$ cat config.mk
export PLATFORM = sky130hd
export DESIGN_NAME = rr_x_in_arb
export DESIGN_NICKNAME = d
export VERILOG_FILES = /design/src/rtl/rr_x_in_arb.sv
export SDC_FILE = /design/constraint.sdc
export NUM_CORES = 1
export LEC_CHECK = 0
export CAP_MARGIN = 10
export CORE_ASPECT_RATIO = 0.8
export CORE_MARGIN = 4
export CORE_UTILIZATION = 40
export DETAILED_ROUTE_END_ITERATION = 7
export PLACE_DENSITY = 0.59
export SYNTH_ARGS = -nofsm -noshare
export SYNTH_HDL_FRONTEND = slang
export SYNTH_SLANG_ARGS = --single-unit
$ cat constraint.sdc
create_clock -name clk -period 7.43 [get_ports clk]
set_input_delay 1.486 -clock clk [delete_from_list [all_inputs] [get_ports clk]]
set_output_delay 1.486 -clock clk [all_outputs]
set_load 0.01 [all_outputs]
$ cat src/rtl/rr_x_in_arb.sv
// Round-robin arbiter over IO_SIZE requesters with a modulo-IO_SIZE priority pointer and optional grant lock.
// Grants are registered one cycle after req_in is sampled; there is no backpressure, and a grant lasts one cycle unless locked by hold_in.
module rr_x_in_arb #(
  parameter int IO_SIZE   = 5,
  parameter int IO_w      = 3,
  parameter int HOLD_MODE = 0
) (
  input  logic               clk,
  input  logic               rst,
  input  logic [IO_SIZE-1:0] req_in,
  input  logic               hold_in,
  output logic [IO_SIZE-1:0] grant_out,
  output logic [IO_w-1:0]    grant_id_out,
  output logic               grant_valid_out
);

  localparam int            W1     = IO_w + 1;
  localparam logic [IO_w:0] SIZE_W = W1'(IO_SIZE);

  // Add two in-range indices and fold back into 0..IO_SIZE-1; never relies on a 2^IO_w wrap.
  function automatic logic [IO_w-1:0] wrap_add(input logic [IO_w-1:0] a,
                                               input logic [IO_w-1:0] b);
    logic [IO_w:0] s;
    s = {1'b0, a} + {1'b0, b};
    if (s >= SIZE_W) s = s - SIZE_W;
    return s[IO_w-1:0];
  endfunction

  logic [IO_w-1:0]    ptr;
  logic [IO_w-1:0]    ptr_nx;
  logic [IO_SIZE-1:0] rot;
  logic [IO_w-1:0]    k;
  logic [IO_w-1:0]    win;
  logic               any_req;
  logic               locked;
  logic [IO_SIZE-1:0] grant_nx;
  logic [IO_w-1:0]    grant_id_nx;
  logic               grant_valid_nx;

  always_comb begin
    rot = '0;
    for (int j = 0; j < IO_SIZE; j++) begin
      rot[j] = req_in[wrap_add(IO_w'(j), ptr)];
    end
  end

  // Scan from the top so the last assignment is the lowest set bit.
  always_comb begin
    k = '0;
    for (int j = IO_SIZE - 1; j >= 0; j--) begin
      if (rot[j]) k = IO_w'(j);
    end
  end

  assign any_req = |req_in;
  assign win     = wrap_add(k, ptr);
  assign locked  = (HOLD_MODE != 0) && grant_valid_out && hold_in && req_in[grant_id_out];

  always_comb begin
    ptr_nx         = ptr;
    grant_nx       = grant_out;
    grant_id_nx    = grant_id_out;
    grant_valid_nx = grant_valid_out;
    if (!locked) begin
      if (any_req) begin
        grant_nx       = IO_SIZE'(1) << win;
        grant_id_nx    = win;
        grant_valid_nx = 1'b1;
        ptr_nx         = wrap_add(win, IO_w'(1));
      end else begin
        grant_nx       = '0;
        grant_valid_nx = 1'b0;
      end
    end
  end

  always_ff @(posedge clk or posedge rst) begin
    if (rst) begin
      ptr             <= '0;
      grant_out       <= '0;
      grant_id_out    <= '0;
      grant_valid_out <= 1'b0;
    end else begin
      ptr             <= ptr_nx;
      grant_out       <= grant_nx;
      grant_id_out    <= grant_id_nx;
      grant_valid_out <= grant_valid_nx;
    end
  end

endmodule

==> flow_summary.json <==
{
  "antenna_found_initial": 0,
  "multi_input_area_um2": 1120,
  "syn_avg_cell_area_um2": 8.92,
  "synthTopCellsByCount": "18 x ha_1, 17 x nor2_1, 12 x dfrtp_1, 10 x a21oi_1, 10 x nand2_1",
  "n_antenna_cell": 0,
  "via_count": 1264,
  "coreArea_um2": 3490,
  "ys_ff_latch": 12,
  "yosys_most_used_dff": "dfrtp_1",
  "rows": 19,
  "synth_area_leaders": "dfrtp_1 20%, ha_1 15%, mux2i_1 4.7%",
  "synth_fp_nets": 195,
  "wl_per_cell_um": 14.6,
  "maxCapViolations": 0,
  "cp_max_fo": 14,
  "worstReg2RegStart": "ptr[0]",
  "finalCritPeriodShare_pct": 83.1,
  "dr.pass1.iters": 4,
  "hold_viol": 0,
  "drt_wl_total_mm": 3.27,
  "finalNetCount": 210,
  "port_buffers": 15,
  "grt_max_degree": 18,
  "cts-root-buf": "clkbuf_8",
  "status": "completed",
  "synth.top_cell.area_share_pct": 20.2,
  "drive_gt1_share_pct": 9.94,
  "numCtsBuffers": 3,
  "pin_count": 17,
  "start_kind": "flip-flop",
  "cts_tree": "built",
  "yosys_warnings": 0,
  "die_h_um": 62.6,
  "fin_setup_tns_ps": 0,
  "synth_edf_count": 0,
  "dpl.hpwl_mm": 2.54,
  "min_path_type": "reg2reg",
  "worst_pin_slew_ps": 699,
  "slew_headroom_pct": 52.0,
  "dieArea_um2": 4770,
  "grt_usage_pct": 14.2,
  "place_congestion": 0.893,
  "crit_type": "reg2reg",
  "drt_iter0_markers": 93,
  "finalMaxSlewViolations": 0,
  "synth_cell_types": 52,
  "n_fill_cell": 331,
  "fin_crit_ps": 6180,
  "postSynthCellCount": 167,
  "ant_nets": 0,
  "cp-end-kind": "flip-flop",
  "register_area_um2": 300,
  "viasPerCell": 5.67,
  "ys_async_sr_fraction_pct": 100,
  "drc_errors": 0,
  "startpoint": "ptr[0]",
  "ys_seq_area_share_pct": 20.2,
  "post_cts_buffers": 0,
  "finalSetupViolations": 0,
  "clkTransAtPathRegs_ps": 50,
  "synth_most_common_cell": "ha_1",
  "reg2reg_slack_ps": 1250,
  "grt_pass1_wl_mm": 5.87,
  "final_core_util_pct": 49.3,
  "r2r_end": "ptr[1]",
  "start_util_pct": 42.6,
  "numClockSinks": 12,
  "dieWidth_um": 76.2,
  "synthToLayoutAreaGrowth_pct": 15.6,
  "cp-endpoint": "ptr[1]",
  "crit_required_ps": 7540,
  "postCtsHoldBufs": 0,
  "rsz0062_at_grt": "no",
  "htreeDepth": 1,
  "clock_skew_ps": 2.01,
  "ctsResizeCount": 0,
  "worstSkewPairLatency_ps": 240,
  "synth_top_area_cell": "dfrtp_1",
  "worstPathArrival_ps": 6290,
  "fmax_ghz": 0.162,
  "clk_path_buf_depth": 2,
  "first_global_vias": 1267,
  "r2r_cells": 22,
  "syn-cell-area_um2": 1490,
  "gr-total-overflow": 0
}
==> worst max-delay path, cell delays in order, from the launching register on <==
cell and delay [ps]:
dfrtp_1 700, clkinv_1 410, ha_1 390, and3b_1 220, o31ai_2 250, xor2_2 230, mux2_4 330, o32a_2 370
a21boi_1 140, ha_1 220, fa_1 460, inv_1 100, ha_1 220, nor2b_1 170, o22ai_2 130, mux2i_1 580
inv_1 160, ha_1 250, inv_1 110, a311oi_1 70, a221oi_2 260, xor2_1 200, a21oi_1 90
==> routing by layer <==
metal | part of all wire, % | vias up | track usage, %
li1 | - | 631 | -
met1 | 51 | 608 | 21.3
met2 | 46 | 23 | 21.3
met3 | 2.9 | 2 | 2.31
met4 | 0.37 | 0 | 3.28
met5 | 0 | - | 0
==> metrics by stage <==
| step | hold WS (ps) | instances | setup WS, ps | cell area (um^2) |
|---|---|---|---|---|
| after floorplan | 516 | 167 | 2370 | 1490 |
| after global placement | 463 | 219 | 1300 | 1670 |
| after detailed placement | 483 | 219 | 1200 | 1670 |
| after CTS | 495 | 223 | 1240 | 1720 |
| after global routing | 551 | 223 | 826 | 1720 |
| final | 484 | 223 | 1250 | 1720 |
==> cell families after synthesis <==
kind of cell,after synthesis,synth area share (%)
flip-flops,12,20.2
AND/OR/NAND/NOR,58,20.3
AO/OA/AOI/OAI,41,20.5
buffers and inverters,16,4.45
XOR/XNOR,8,5.71
multiplexers,12,11.0
adder cells (fa/ha/maj),20,17.8
==> sequential cells by signal, summed over array words and instances (netlist names) <==
signal           cells
grant_out            5
ptr                  3
grant_valid_out      1
grant_id_out         3
==> area by class of cell <==
cell class	count	area share, %
tap	42	3.05
sequential	12	17.4
timing repair buffer	15	8.72
inverter	11	2.40
multi-input combinational	139	65.2
clock buffer	4	3.20
==> cells in the final DEF, fill, tap and decap left out, drive strengths merged, types with 3 or more instances in the layout <==
cell type / n
nand2b: 4
mux2i: 7
dfrtp: 12
and3: 5
nor3b: 5
inv: 9
clkdlybuf4s50: 15
nor2: 17
nand3: 3
nand2: 10
clkbuf: 4
xnor2: 6
mux4: 3
ha: 18
nor3: 4
nor2b: 3
a21oi: 11
o21ai: 7
==> worst min-delay path by stage <==
stage	end	start	cells after the start	slack, ps
floorplan	grant_id_out[0]	grant_id_out[0]	2	520
CTS	grant_id_out[2]	grant_id_out[2]	2	490
finish	grant_id_out[2]	grant_id_out[2]	2	480
detailed placement	grant_id_out[2]	grant_id_out[2]	2	480
global route	grant_id_out[2]	grant_id_out[2]	2	550
global placement	grant_id_out[2]	grant_id_out[2]	2	460
Power is not shown: default switching activity piles up to over one toggle a cycle in this logic, so the estimate is an artifact.
